--- src/rtl/result_writeback_if.sv ---
// Stream bundle for result_writeback: config words, result beats,
// S2MM command, packed S2MM data and S2MM status.
// The "master" modport is the writeback block's view; "slave" is the
// view of the surrounding system (array output, DataMover, control).
interface result_writeback_if;
    logic         s_axis_wbconfig_tvalid;
    logic         s_axis_wbconfig_tready;
    logic [31:0]  s_axis_wbconfig_tdata;

    logic         s_axis_res_tvalid;
    logic         s_axis_res_tready;
    logic [63:0]  s_axis_res_tdata;

    logic         m_axis_s2mm_cmd_tvalid;
    logic         m_axis_s2mm_cmd_tready;
    logic [71:0]  m_axis_s2mm_cmd_tdata;

    logic         m_axis_s2mm_tvalid;
    logic         m_axis_s2mm_tready;
    logic [127:0] m_axis_s2mm_tdata;
    logic [15:0]  m_axis_s2mm_tkeep;
    logic         m_axis_s2mm_tlast;

    logic         s_axis_s2mm_sts_tvalid;
    logic         s_axis_s2mm_sts_tready;
    logic [7:0]   s_axis_s2mm_sts_tdata;

    modport master (
        input  s_axis_wbconfig_tvalid, s_axis_wbconfig_tdata,
        output s_axis_wbconfig_tready,
        input  s_axis_res_tvalid, s_axis_res_tdata,
        output s_axis_res_tready,
        output m_axis_s2mm_cmd_tvalid, m_axis_s2mm_cmd_tdata,
        input  m_axis_s2mm_cmd_tready,
        output m_axis_s2mm_tvalid, m_axis_s2mm_tdata, m_axis_s2mm_tkeep, m_axis_s2mm_tlast,
        input  m_axis_s2mm_tready,
        input  s_axis_s2mm_sts_tvalid, s_axis_s2mm_sts_tdata,
        output s_axis_s2mm_sts_tready
    );

    modport slave (
        output s_axis_wbconfig_tvalid, s_axis_wbconfig_tdata,
        input  s_axis_wbconfig_tready,
        output s_axis_res_tvalid, s_axis_res_tdata,
        input  s_axis_res_tready,
        input  m_axis_s2mm_cmd_tvalid, m_axis_s2mm_cmd_tdata,
        output m_axis_s2mm_cmd_tready,
        input  m_axis_s2mm_tvalid, m_axis_s2mm_tdata, m_axis_s2mm_tkeep, m_axis_s2mm_tlast,
        output m_axis_s2mm_tready,
        output s_axis_s2mm_sts_tvalid, s_axis_s2mm_sts_tdata,
        input  s_axis_s2mm_sts_tready
    );
endinterface

--- src/rtl/result_writeback.sv ---
// result_writeback: packs 64-bit result beats into 128-bit words and writes
// them to DDR through DataMover S2MM, splitting jobs into CHUNK_BYTES commands.
// Optional macro WB_TAG_CHECK_EN: per-command incrementing tag, checked
// against the returned status tag.
module result_writeback #(
    parameter int unsigned CHUNK_BYTES = 4194304,
    parameter int unsigned CFG_WORDS   = 2
) (
    input  logic                clk,
    input  logic                rst,
    result_writeback_if.master  wb,
    output logic                wb_done,
    output logic                wb_error,
    output logic [3:0]          status_wb
);
    typedef enum logic [2:0] {
        ST_IDLE = 3'd0,
        ST_CMD  = 3'd1,
        ST_DATA = 3'd2,
        ST_STS  = 3'd3,
        ST_DONE = 3'd4,
        ST_ERR  = 3'd5
    } state_t;

    localparam int          CFG_CNT_W = $clog2(CFG_WORDS + 1);
    localparam int          BEATS_W   = 19;
    localparam logic [31:0] CHUNK_MAX = 32'(CHUNK_BYTES);

    state_t               state_q, state_d;
    logic                 cfg_ready_q, cfg_ready_d;
    logic [CFG_CNT_W-1:0] cfg_cnt_q, cfg_cnt_d;
    logic [31:0]          cur_addr_q, cur_addr_d;
    logic [31:0]          remaining_q, remaining_d;
    logic [BEATS_W-1:0]   chunk_beats_q, chunk_beats_d;
    logic [BEATS_W-1:0]   packed_cnt_q, packed_cnt_d;
    logic [BEATS_W-1:0]   out_cnt_q, out_cnt_d;
    logic                 pack_half_q, pack_half_d;
    logic [63:0]          low_q, low_d;
    logic [127:0]         out_data_q, out_data_d;
    logic                 out_valid_q, out_valid_d;
    logic                 sts_held_q, sts_held_d;
    logic [7:0]           sts_data_q, sts_data_d;

    logic [31:0] chunk;
    logic [31:0] btt_word;
    logic        bad_btt, last_cfg;
    logic        cfg_hs, res_ready, res_hs, out_hs, cmd_hs, last_out;
    logic        sts_in, sts_pending, sts_err, tag_bad;
    logic [7:0]  sts_word;
    logic [3:0]  cmd_tag;

`ifdef WB_TAG_CHECK_EN
    logic [3:0] tag_q, tag_d;
    logic [3:0] sent_tag_q, sent_tag_d;
    assign cmd_tag = tag_q;
    assign tag_bad = (sts_word[3:0] != sent_tag_q);
`else
    logic unused_sts_tag;
    assign cmd_tag        = 4'h0;
    assign tag_bad        = 1'b0;
    assign unused_sts_tag = ^sts_word[3:0];
`endif

    assign chunk       = (remaining_q < CHUNK_MAX) ? remaining_q : CHUNK_MAX;
    assign last_cfg    = (cfg_cnt_q == CFG_CNT_W'(CFG_WORDS - 1));
    assign btt_word    = (cfg_cnt_q == CFG_CNT_W'(1)) ? wb.s_axis_wbconfig_tdata : remaining_q;
    assign bad_btt     = (btt_word == 32'd0) || (btt_word[3:0] != 4'd0);
    assign cfg_hs      = wb.s_axis_wbconfig_tvalid & cfg_ready_q;
    assign res_ready   = (state_q == ST_DATA) && (packed_cnt_q < chunk_beats_q) &&
                         (!pack_half_q || !out_valid_q || wb.m_axis_s2mm_tready);
    assign res_hs      = wb.s_axis_res_tvalid & res_ready;
    assign out_hs      = out_valid_q & wb.m_axis_s2mm_tready;
    assign last_out    = out_valid_q && (out_cnt_q == chunk_beats_q - BEATS_W'(1));
    assign cmd_hs      = (state_q == ST_CMD) & wb.m_axis_s2mm_cmd_tready;
    assign sts_in      = wb.s_axis_s2mm_sts_tvalid;
    assign sts_pending = sts_held_q | sts_in;
    assign sts_word    = sts_held_q ? sts_data_q : wb.s_axis_s2mm_sts_tdata;
    assign sts_err     = ~sts_word[7] | (|sts_word[6:4]) | tag_bad;

    assign wb.s_axis_wbconfig_tready = cfg_ready_q;
    assign wb.s_axis_res_tready      = res_ready;
    assign wb.m_axis_s2mm_cmd_tvalid = (state_q == ST_CMD);
    assign wb.m_axis_s2mm_cmd_tdata  = {4'h0, cmd_tag, cur_addr_q, 1'b0, 1'b1, 6'h00, 1'b1, chunk[22:0]};
    assign wb.m_axis_s2mm_tvalid     = out_valid_q;
    assign wb.m_axis_s2mm_tdata      = out_data_q;
    assign wb.m_axis_s2mm_tkeep      = 16'hffff;
    assign wb.m_axis_s2mm_tlast      = last_out;
    assign wb.s_axis_s2mm_sts_tready = 1'b1;
    assign wb_done                   = (state_q == ST_DONE);
    assign wb_error                  = (state_q == ST_ERR);
    assign status_wb                 = {1'b0, state_q};

    // Next-state logic: config intake, command issue, pair packing, status check
    always_comb begin
        state_d       = state_q;
        cfg_ready_d   = cfg_ready_q;
        cfg_cnt_d     = cfg_cnt_q;
        cur_addr_d    = cur_addr_q;
        remaining_d   = remaining_q;
        chunk_beats_d = chunk_beats_q;
        packed_cnt_d  = packed_cnt_q;
        out_cnt_d     = out_cnt_q;
        pack_half_d   = pack_half_q;
        low_d         = low_q;
        out_data_d    = out_data_q;
        out_valid_d   = out_valid_q;
        sts_held_d    = sts_held_q;
        sts_data_d    = sts_data_q;
`ifdef WB_TAG_CHECK_EN
        tag_d         = tag_q;
        sent_tag_d    = sent_tag_q;
`endif

        if (out_hs) begin
            out_valid_d = 1'b0;
            out_cnt_d   = out_cnt_q + BEATS_W'(1);
        end
        if (res_hs) begin
            if (!pack_half_q) begin
                low_d       = wb.s_axis_res_tdata;
                pack_half_d = 1'b1;
            end else begin
                out_data_d   = {wb.s_axis_res_tdata, low_q};
                out_valid_d  = 1'b1;
                pack_half_d  = 1'b0;
                packed_cnt_d = packed_cnt_q + BEATS_W'(1);
            end
        end

        case (state_q)
            ST_IDLE: begin
                sts_held_d  = 1'b0;
                cfg_ready_d = 1'b1;
                if (cfg_hs) begin
                    if (cfg_cnt_q == CFG_CNT_W'(0)) cur_addr_d  = wb.s_axis_wbconfig_tdata;
                    if (cfg_cnt_q == CFG_CNT_W'(1)) remaining_d = wb.s_axis_wbconfig_tdata;
                    if (last_cfg) begin
                        cfg_ready_d  = 1'b0;
                        cfg_cnt_d    = '0;
                        out_cnt_d    = '0;
                        packed_cnt_d = '0;
                        pack_half_d  = 1'b0;
`ifdef WB_TAG_CHECK_EN
                        tag_d        = 4'h0;
`endif
                        state_d      = bad_btt ? ST_ERR : ST_CMD;
                    end else begin
                        cfg_cnt_d = cfg_cnt_q + CFG_CNT_W'(1);
                    end
                end
            end
            ST_CMD: begin
                if (sts_in && !sts_held_q) begin
                    sts_held_d = 1'b1;
                    sts_data_d = wb.s_axis_s2mm_sts_tdata;
                end
                if (cmd_hs) begin
                    cur_addr_d    = cur_addr_q + chunk;
                    remaining_d   = remaining_q - chunk;
                    chunk_beats_d = chunk[22:4];
`ifdef WB_TAG_CHECK_EN
                    sent_tag_d    = tag_q;
                    tag_d         = tag_q + 4'h1;
`endif
                    state_d       = ST_DATA;
                end
            end
            ST_DATA: begin
                if (sts_in && !sts_held_q) begin
                    sts_held_d = 1'b1;
                    sts_data_d = wb.s_axis_s2mm_sts_tdata;
                end
                if (out_hs && last_out) state_d = ST_STS;
            end
            ST_STS: begin
                if (sts_pending) begin
                    sts_held_d = sts_held_q & sts_in;
                    if (sts_held_q && sts_in) sts_data_d = wb.s_axis_s2mm_sts_tdata;
                    if (sts_err) begin
                        state_d = ST_ERR;
                    end else if (remaining_q == 32'd0) begin
                        state_d = ST_DONE;
                    end else begin
                        out_cnt_d    = '0;
                        packed_cnt_d = '0;
                        state_d      = ST_CMD;
                    end
                end
            end
            ST_DONE: state_d = ST_IDLE;
            ST_ERR:  state_d = ST_ERR;
            default: state_d = ST_ERR;
        endcase
    end

    // State and datapath registers; reset discards any half-packed pair
    always_ff @(posedge clk) begin
        if (rst) begin
            state_q       <= ST_IDLE;
            cfg_ready_q   <= 1'b0;
            cfg_cnt_q     <= '0;
            cur_addr_q    <= '0;
            remaining_q   <= '0;
            chunk_beats_q <= '0;
            packed_cnt_q  <= '0;
            out_cnt_q     <= '0;
            pack_half_q   <= 1'b0;
            low_q         <= '0;
            out_data_q    <= '0;
            out_valid_q   <= 1'b0;
            sts_held_q    <= 1'b0;
            sts_data_q    <= '0;
        end else begin
            state_q       <= state_d;
            cfg_ready_q   <= cfg_ready_d;
            cfg_cnt_q     <= cfg_cnt_d;
            cur_addr_q    <= cur_addr_d;
            remaining_q   <= remaining_d;
            chunk_beats_q <= chunk_beats_d;
            packed_cnt_q  <= packed_cnt_d;
            out_cnt_q     <= out_cnt_d;
            pack_half_q   <= pack_half_d;
            low_q         <= low_d;
            out_data_q    <= out_data_d;
            out_valid_q   <= out_valid_d;
            sts_held_q    <= sts_held_d;
            sts_data_q    <= sts_data_d;
        end
    end

`ifdef WB_TAG_CHECK_EN
    // Tag of the next command and of the command awaiting status
    always_ff @(posedge clk) begin
        if (rst) begin
            tag_q      <= 4'h0;
            sent_tag_q <= 4'h0;
        end else begin
            tag_q      <= tag_d;
            sent_tag_q <= sent_tag_d;
        end
    end
`endif
endmodule
--- src/flat_wrapper.sv ---
// flat-port wrapper written by rule: the top's interface ports become plain ports
module result_writeback_flat 
#(
    parameter int unsigned CHUNK_BYTES = 4194304,
    parameter int unsigned CFG_WORDS   = 2
)
  (clk, rst, wb_done, wb_error, status_wb, wb_s_axis_wbconfig_tvalid, wb_s_axis_wbconfig_tdata, wb_s_axis_wbconfig_tready, wb_s_axis_res_tvalid, wb_s_axis_res_tdata, wb_s_axis_res_tready, wb_m_axis_s2mm_cmd_tvalid, wb_m_axis_s2mm_cmd_tdata, wb_m_axis_s2mm_cmd_tready, wb_m_axis_s2mm_tvalid, wb_m_axis_s2mm_tdata, wb_m_axis_s2mm_tkeep, wb_m_axis_s2mm_tlast, wb_m_axis_s2mm_tready, wb_s_axis_s2mm_sts_tvalid, wb_s_axis_s2mm_sts_tdata, wb_s_axis_s2mm_sts_tready);
  result_writeback_if wb_i ();
  input  logic clk;
  input  logic rst;
  output logic wb_done;
  output logic wb_error;
  output logic [3:0] status_wb;
  input wire logic [$bits(wb_i.s_axis_wbconfig_tvalid)-1:0] wb_s_axis_wbconfig_tvalid;
  input wire logic [$bits(wb_i.s_axis_wbconfig_tdata)-1:0] wb_s_axis_wbconfig_tdata;
  output wire logic [$bits(wb_i.s_axis_wbconfig_tready)-1:0] wb_s_axis_wbconfig_tready;
  input wire logic [$bits(wb_i.s_axis_res_tvalid)-1:0] wb_s_axis_res_tvalid;
  input wire logic [$bits(wb_i.s_axis_res_tdata)-1:0] wb_s_axis_res_tdata;
  output wire logic [$bits(wb_i.s_axis_res_tready)-1:0] wb_s_axis_res_tready;
  output wire logic [$bits(wb_i.m_axis_s2mm_cmd_tvalid)-1:0] wb_m_axis_s2mm_cmd_tvalid;
  output wire logic [$bits(wb_i.m_axis_s2mm_cmd_tdata)-1:0] wb_m_axis_s2mm_cmd_tdata;
  input wire logic [$bits(wb_i.m_axis_s2mm_cmd_tready)-1:0] wb_m_axis_s2mm_cmd_tready;
  output wire logic [$bits(wb_i.m_axis_s2mm_tvalid)-1:0] wb_m_axis_s2mm_tvalid;
  output wire logic [$bits(wb_i.m_axis_s2mm_tdata)-1:0] wb_m_axis_s2mm_tdata;
  output wire logic [$bits(wb_i.m_axis_s2mm_tkeep)-1:0] wb_m_axis_s2mm_tkeep;
  output wire logic [$bits(wb_i.m_axis_s2mm_tlast)-1:0] wb_m_axis_s2mm_tlast;
  input wire logic [$bits(wb_i.m_axis_s2mm_tready)-1:0] wb_m_axis_s2mm_tready;
  input wire logic [$bits(wb_i.s_axis_s2mm_sts_tvalid)-1:0] wb_s_axis_s2mm_sts_tvalid;
  input wire logic [$bits(wb_i.s_axis_s2mm_sts_tdata)-1:0] wb_s_axis_s2mm_sts_tdata;
  output wire logic [$bits(wb_i.s_axis_s2mm_sts_tready)-1:0] wb_s_axis_s2mm_sts_tready;
  assign wb_i.s_axis_wbconfig_tvalid = wb_s_axis_wbconfig_tvalid;
  assign wb_i.s_axis_wbconfig_tdata = wb_s_axis_wbconfig_tdata;
  assign wb_s_axis_wbconfig_tready = wb_i.s_axis_wbconfig_tready;
  assign wb_i.s_axis_res_tvalid = wb_s_axis_res_tvalid;
  assign wb_i.s_axis_res_tdata = wb_s_axis_res_tdata;
  assign wb_s_axis_res_tready = wb_i.s_axis_res_tready;
  assign wb_m_axis_s2mm_cmd_tvalid = wb_i.m_axis_s2mm_cmd_tvalid;
  assign wb_m_axis_s2mm_cmd_tdata = wb_i.m_axis_s2mm_cmd_tdata;
  assign wb_i.m_axis_s2mm_cmd_tready = wb_m_axis_s2mm_cmd_tready;
  assign wb_m_axis_s2mm_tvalid = wb_i.m_axis_s2mm_tvalid;
  assign wb_m_axis_s2mm_tdata = wb_i.m_axis_s2mm_tdata;
  assign wb_m_axis_s2mm_tkeep = wb_i.m_axis_s2mm_tkeep;
  assign wb_m_axis_s2mm_tlast = wb_i.m_axis_s2mm_tlast;
  assign wb_i.m_axis_s2mm_tready = wb_m_axis_s2mm_tready;
  assign wb_i.s_axis_s2mm_sts_tvalid = wb_s_axis_s2mm_sts_tvalid;
  assign wb_i.s_axis_s2mm_sts_tdata = wb_s_axis_s2mm_sts_tdata;
  assign wb_s_axis_s2mm_sts_tready = wb_i.s_axis_s2mm_sts_tready;
  result_writeback #(.CHUNK_BYTES(CHUNK_BYTES), .CFG_WORDS(CFG_WORDS)) u_core (.clk(clk), .rst(rst), .wb(wb_i), .wb_done(wb_done), .wb_error(wb_error), .status_wb(status_wb));
endmodule
--- config.mk ---
export PLATFORM = sky130hd
export DESIGN_NAME = result_writeback_flat
export DESIGN_NICKNAME = d
export VERILOG_FILES = /design/src/rtl/result_writeback_if.sv /design/src/rtl/result_writeback.sv /design/src/flat_wrapper.sv
export SDC_FILE = /design/constraint.sdc
export NUM_CORES = 1
export LEC_CHECK = 0
export CAP_MARGIN = 20
export CORE_MARGIN = 2
export CORE_UTILIZATION = 45
export CTS_CLUSTER_DIAMETER = 50
export DETAILED_ROUTE_END_ITERATION = 6
export GPL_TIMING_DRIVEN = 0
export PLACE_DENSITY = 0.72
export SLEW_MARGIN = 15
export SYNTH_ARGS = -nofsm -noshare
export SYNTH_HDL_FRONTEND = slang
export SYNTH_SLANG_ARGS = --single-unit
--- constraint.sdc ---
create_clock -name clk -period 3.8 [get_ports clk]
set_input_delay 0.76 -clock clk [delete_from_list [all_inputs] [get_ports clk]]
set_output_delay 0.76 -clock clk [all_outputs]
set_load 0.01 [all_outputs]
---- After elaboration in Yosys (flattened, before gate mapping) ----
Cells that the tools add are included.
word-level totals
  register bits after elaboration ......... 330
  bits in latches ......................... 0
  bits in writable memories ............... 0
  memory bits (read-only) ................. 0
  input bits .............................. 111
  output and inout port bits .............. 228
  word-level logic and storage cells ...... 129
  memories kept ........................... 0
cells by class
  add/sub/neg operators ................... 6
  multipliers ............................. 0
  divide/modulo/power cells ............... 0
  order comparisons ....................... 2
  eq/ne operators ......................... 15
  shift-type cells ........................ 0
  muxes and demuxes ....................... 52
  bitwise operators ....................... 9
  reductions and logical operators ........ 31
operators by type and width
  kind                                                                             count
  19-bit two-way mux                                                               13
  32-bit two-way mux                                                               7
  32-bit one-hot mux with 2 select lines                                           2
  19-bit one-hot mux with 2 select lines                                           2
  32-bit zero test                                                                 2
  19-bit by 1-bit adder with 19-bit output (second input constant)                 2
  32-bit adder                                                                     1
  32-bit by 23-bit less-than comparator with 1-bit output (second input constant)  1
  8-bit two-way mux                                                                4
  32-bit subtractor                                                                1
  3-bit two-way mux                                                                8
  19-bit == test                                                                   1
  19-bit less-than comparator                                                      1
  19-bit by 1-bit subtractor with 19-bit output (second input constant)            1
  8-bit one-hot mux with 2 select lines                                            1
  3-bit one-hot mux with 5 select lines                                            1
  2-bit by 1-bit != test with 1-bit output (second input constant)                 7
  1-bit two-way mux                                                                12
  2-bit AND reduction                                                              4
  4-bit AND reduction                                                              2
  3-bit by 2-bit == test with 1-bit output (second input constant)                 2
  3-bit == test (second input constant)                                            2
  1-bit logical AND                                                                6
  3-bit AND reduction                                                              2
  19 further kinds                                                                 30

---- Logic depth before layout (Yosys ltp) ----
  depth in word-level cells ............... 10
  depth in mapped cells ................... 17
  depth with buffers taken out ............ 13

---- Worst setup path before layout ----
No wires, ideal clock.
  path kind ............................... reg-to-reg
  start point ............................. register u_core.remaining_q[22]
  end point ............................... register u_core.cur_addr_q[24]
  library setup time ...................... 86 ps
  arrival time ............................ 4,133 ps
  required time ........................... 3,714 ps
  path slack .............................. -419 ps
  cell stages (with the launch flop) ...... 18
  buffers on the path ..................... 4
  clock period less this slack ............ 4,219 ps
  cell sequence ........................... dfxtp_1 clkbuf_1 nor3_1 and4b_1 clkbuf_1 clkbuf_1 clkbuf_1 and2_1 ha_1 fa_1 a21oi_1 o22ai_1 o31ai_1 a32oi_1 a21bo_2 a31oi_1 mux2_2 a211oi_1
on the way
  word-level cells in the longest chain between the ends .. 5
ends and longest elaborated chain
  element                                                  RTL line                 text
  start: declaration                                       result_writeback.sv:33   logic [31:0] remaining_q, remaining_d;
  start signal: assignment                                 result_writeback.sv:218  remaining_q <= remaining_d;
  32-bit by 23-bit less-than comparator with 1-bit output  result_writeback.sv:64   assign chunk = (remaining_q < CHUNK_MAX) ? remaining_q : CHUNK_MAX;
  32-bit two-way mux                                       result_writeback.sv:64
  net wb_m_axis_s2mm_cmd_tdata[0]                          flat_wrapper.sv:21       output wire logic [$bits(wb_i.m_axis_s2mm_cmd_tdata)-1:0] wb_m_axis_s2mm_cmd_tdata;
  32-bit adder                                             result_writeback.sv:158  cur_addr_d = cur_addr_q + chunk;
  32-bit two-way mux                                       result_writeback.sv:157  if (cmd_hs) begin
  32-bit one-hot mux with 2 select lines                   result_writeback.sv:130  case (state_q)
  end signal: assignment                                   result_writeback.sv:217  cur_addr_q <= cur_addr_d;
  end: declaration                                         result_writeback.sv:32   logic [31:0] cur_addr_q, cur_addr_d;
The timed path passes the listed nets, and every way through them passes these cells. The select of a mux whose other input is x is not followed.
A chain may end at the register's enable or synchronous reset.

---- Worst setup path in the final report ----
  start point ............................. register u_core.chunk_beats_q[11]
  end point ............................... output wb_m_axis_s2mm_tlast
on the way
  word-level cells in the longest chain between the ends .. 3
ends and longest elaborated chain
  element                                        RTL line                 text
  start: declaration                             result_writeback.sv:34   logic [BEATS_W-1:0] chunk_beats_q, chunk_beats_d;
  start signal: assignment                       result_writeback.sv:219  chunk_beats_q <= chunk_beats_d;
  19-bit by 1-bit subtractor with 19-bit output  result_writeback.sv:73   assign last_out = out_valid_q && (out_cnt_q == chunk_beats_q - BEATS_W'(1));
  19-bit == test                                 result_writeback.sv:73
  1-bit logical AND                              result_writeback.sv:73
  end: declaration                               flat_wrapper.sv:26       output wire logic [$bits(wb_i.m_axis_s2mm_tlast)-1:0] wb_m_axis_s2mm_tlast;
No other way between the ends.

==> summary.md <==
| Metric | Value |
|---|---|
| Status | `complete, but fails checks` |
| Failing checks | `setup timing` |
| Fmax | `0.262 GHz` |
| Total core area | `~36,000 µm²` |
| Psw | `approximately 4.6 mW` |
| Commonest cells after routing, fill and taps aside | `nor2_1, dfxtp_1, clkdlybuf4s50_1` |
| Dominant synthesized flop cell | `dfxtp_1` |
| Max-Cap Viols | `0` |
| Setup TNS | `-0.0124 ns` |
| Starting Density | `0.459` |
| Worst setup SP type | `flop` |
| Clock sink count | `approximately 330` |
| DIE AREA | `about 38,000 µm²` |
| Clock skew | `0.0160 ns` |
| Worst path slowest cell | `or4_4` |
| Syn_area_per_cell | `about 8.5 µm²` |
| Seq/Total Area, Yosys | `0.398` |
| Library cells used by synthesis | `slightly above 80` |
| Final hold vios | `0` |
| Input/output buffers | `298` |
| Area Growth Syn to Fin | `34.9%` |
| I/O pin cnt | `339` |
| CP Max Fanout | `8` |
| PD cells | `566 nW/µm²` |
| Most common cell after layout, fill and taps aside | `nor2_1` |
| Pint | `slightly below 8 mW` |
| Row count | `between 60 and 70` |
| Pleak | `between 8 and 9 nW` |
| CTS clk-pin slew, worst paths | `approximately 0.060 ns` |
| CTS max path bufs | `3` |
| CTS root buffer | `clkbuf_16` |
| Drt total wl | `roughly 57 mm` |
| WHS Endpoint | `u_core.wb.m_axis_s2mm_tdata[126]` |
| Yosys warns | `0` |
| R2r startpoint | `u_core.remaining_q[22]` |
| Worst-Skew Late Latency | `roughly 0.57 ns` |
| First-pass GRT wire length | `between 80 and 90 mm` |
| Mapped Area | `between 15,000 and 20,000 µm²` |
| Post-DR wirelength/cell | `slightly above 20 µm` |
| Crit path required time | `roughly 3.0 ns` |
| Finish-stage setup viols | `1` |
| Buf/Inv on CP | `3` |
| CTS H-tree lvls | `2` |
| Crit Path Class | `flop to output pin` |
| Largest net degree at the start of global routing | `20` |
| Initial antenna violation count | `1` |
| Post-synthesis async set-or-reset flop share | `0` |
| Final worst slack | `-0.0124 ns` |
| DRC viols | `0` |
| Crit-path cells | `buf_6, or4_4, buf_6, or3_4, o21ai_4, o2111ai_4, nor3_4, o211a_1, and4_1, buf_2` |
| Antenna Cells | `0` |
| Reg2Reg Depth | `17` |
| ANT nets after route | `0` |
| Worst hold path depth | `2` |
| CTS tree | `built` |
| Die Y | `roughly 200 µm` |
| Share of cells above drive strength 1 | `0.111` |
| Clk pwr share | `0.321` |
| Flop pwr share | `0.316` |
| Dpl cell area | `20,200 µm²` |
| CP Capture Type | `output pin` |
| Fin crit period | `3.81 ns` |
| Max incr delay on CP | `0.53 ns` |
| Vias per cell | `between 5 and 6` |
| Pins over their slew limit | `0` |
| Initial DRC Count | `1,256` |
| Congestion Overflow GR | `0` |
| Cell mode on critical path | `buf_6` |
| Hold Startpoint | `u_core.wb.m_axis_s2mm_tdata[126]` |
| #FFs+latches synth | `~330` |
| Final HPWL DP | `roughly 43 mm` |
| Worst path arrival time | `approximately 3 ns` |
| Final period util | `1.00` |
| NumNets Final | `around 2,500` |
| Worst min path class | `flop to flop` |
| DR pass1 iterations | `6` |
| CTS Buf Count | `40` |
| GRT Util Overall | `0.291` |
| Routed vias | `approximately 16,000` |
| VDD IR max | `roughly 0.00040 V` |
| R2r setup slk | `0.07 ns` |
| Post-Synthesis Cells | `1,920` |
| Unrepaired setup endpoints after global routing | `yes` |
| Worst Tran Pin Value | `about 1 ns` |
| Sw Share | `0.371` |
| Vias in the first global route | `roughly 15,000` |
| Number of synthesized flops with an enable pin | `0` |
| GPL Wtd Cong | `between 1 and 1.5` |
| CP delay by family, top | `simple AND/OR/NAND/NOR gates` |
| RR Endpoint | `u_core.cur_addr_q[26]` |
| Final non-filler cell area | `around 22,000 µm²` |
| Die X | `a little under 200 µm` |
| Combinational cell fraction of total power | `0.363` |
| Worst relative slew slack | `0.331` |
==> Yosys cell counts, types with 5 or more instances <==
master / count / area [µm²]
nor2_1: 328 / 1230
dfxtp_1: 326 / 6530
mux2i_1: 208 / 2080
nand2_1: 154 / 578
a21oi_1: 113 / 566
o21ai_0: 75 / 375
clkbuf_1: 74 / 278
ha_1: 55 / 688
inv_1: 48 / 180
xnor2_1: 38 / 333
buf_4: 35 / 263
nand3_1: 34 / 170
and2_1: 31 / 194
nor3_1: 28 / 140
xor2_1: 26 / 228
and3_1: 21 / 131
nor4_1: 21 / 131
a211oi_1: 17 / 128
a311oi_1: 17 / 149
nand2b_1: 17 / 106
nand4_1: 17 / 106
buf_1: 16 / 60.1
a31oi_1: 14 / 87.6
a21o_1: 13 / 97.6
o31ai_1: 13 / 97.6
and4_1: 12 / 105
a22oi_1: 10 / 75.1
buf_2: 10 / 50.1
nor2b_1: 10 / 62.6
or3_1: 10 / 62.6
o211ai_1: 9 / 67.6
a221oi_1: 7 / 61.3
a21boi_0: 6 / 45.0
o221ai_1: 6 / 52.6
or4_1: 6 / 45.0
a2111oi_0: 5 / 43.8
o2111ai_1: 5 / 43.8
o21bai_1: 5 / 37.5
o311ai_0: 5 / 43.8
==> cells by family (layout without fill, tap and decap cells) <==
logic type               count (synthesis)  after routing  synth area share
AND/OR/NAND/NOR                        712            712             0.200
AO/OA/AOI/OAI                          361            361             0.142
flip-flops                             326            326             0.398
multiplexers                           209            209             0.128
buffers and inverters                  190            574            0.0554
XOR/XNOR                                64             64            0.0342
adder cells (fa/ha/maj)                 56             56            0.0432
other                                    2             44          0.000458
==> state kept, by name, summed over array words and instances, names as in the netlist <==
name / count
u_core.out_cnt_q: 19
u_core.sts_held_q: 1
u_core.wb.s_axis_wbconfig_tready: 1
u_core.pack_half_q: 1
u_core.low_q: 64
u_core.wb.m_axis_s2mm_tvalid: 1
u_core.packed_cnt_q: 19
u_core.cfg_cnt_q: 2
u_core.remaining_q: 32
u_core.chunk_beats_q: 19
u_core.sts_data_q: 4
u_core.cur_addr_q: 32
u_core.wb.m_axis_s2mm_tdata: 128
u_core.state_q: 3
==> worst reg2reg max path: stages (launching register included) <==
cell	delay (ns)
dfxtp_1	0.32
buf_6	0.13
nor3_1	0.05
and4b_2	0.24
buf_8	0.16
buf_8	0.16
and2_4	0.17
ha_2	0.20
fa_2	0.43
a21oi_4	0.21
o22ai_4	0.11
o31ai_4	0.34
a32oi_4	0.17
buf_4	0.19
a311o_1	0.30
and3_1	0.19
a21oi_1	0.12
a211oi_1	0.09
==> how the worst max path moves through the flow <==
| stage | startpoint | endpoint | cells past startpoint |
|---|---|---|---|
| 6_report | u_core.chunk_beats_q[11] | wb_m_axis_s2mm_tlast | 10 |
| 3_3_place_gp | u_core.remaining_q[23] | u_core.cur_addr_q[25] | 15 |
| 3_5_place_dp | u_core.remaining_q[23] | u_core.cur_addr_q[24] | 15 |
| 4_1_cts | u_core.chunk_beats_q[11] | wb_m_axis_s2mm_tlast | 10 |
| 2_1_floorplan | u_core.remaining_q[22] | u_core.cur_addr_q[24] | 17 |
| 5_1_grt | u_core.chunk_beats_q[1] | wb_m_axis_s2mm_tlast | 10 |
==> per-stage QoR <==
| stage | total power, mW | util | setup slack (ns) | hold WS (ns) | std cells |
|---|---|---|---|---|---|
| 4_1_cts | 12.2 | 0.613 | -0.0486 | 0.487 | 2801 |
| 3_5_place_dp | 8.07 | 0.565 | -0.986 | 0.478 | 2722 |
| 5_1_grt | 13.1 | 0.619 | -0.127 | 0.505 | 2807 |
| 2_1_floorplan | 6.50 | - | -0.00622 | 0.445 | 1962 |
| 6_report | 12.5 | 0.619 | -0.0124 | 0.492 | 2807 |
| 3_3_place_gp | 8.03 | 0.564 | -0.946 | 0.462 | 2721 |
==> layout make-up <==
class | count | area, µm²
Buffer | 137 | 781
Clock buffer | 55 | 1150
Clock inverter | 18 | 255
Fill cell | 3126 | 13600
Inverter | 49 | 194
Multi-Input combinational cell | 1446 | 9530
Sequential cell | 326 | 6540
Tap cell | 461 | 577
Timing Repair Buffer | 315 | 3100
==> power by group through the flow <==
stage               Clock, mW  Combinational [mW]  Sequential (mW)
detailed placement          0                4.06             4.00
CTS                      4.09                4.21             3.93
global route             4.21                4.86             3.98
floorplan                   0                2.50             4.00
global placement            0                4.04             3.99
finish                   4.03                4.55             3.96
==> layer usage <==
| metal | global-route usage | wire [µm] | vias to the layer above |
|---|---|---|---|
| li1 | - | - | 7485 |
| met1 | 0.372 | 23500 | 7573 |
| met2 | 0.469 | 25900 | 762 |
| met3 | 0.0862 | 5880 | 128 |
| met4 | 0.0978 | 1770 | 2 |
| met5 | 0 | 13 | - |
==> repair_timing <==
| item | in CTS | in global routing |
|---|---|---|
| hold endpoints to repair | 0 | 0 |
| gates resized for setup | 82 | 64 |
| setup endpoints to repair | 227 | 77 |
| hold buffers | 0 | 0 |
| buffers inserted | 8 | 8 |
| pin swaps | 13 | 16 |
(Power assumes the default switching activity.)
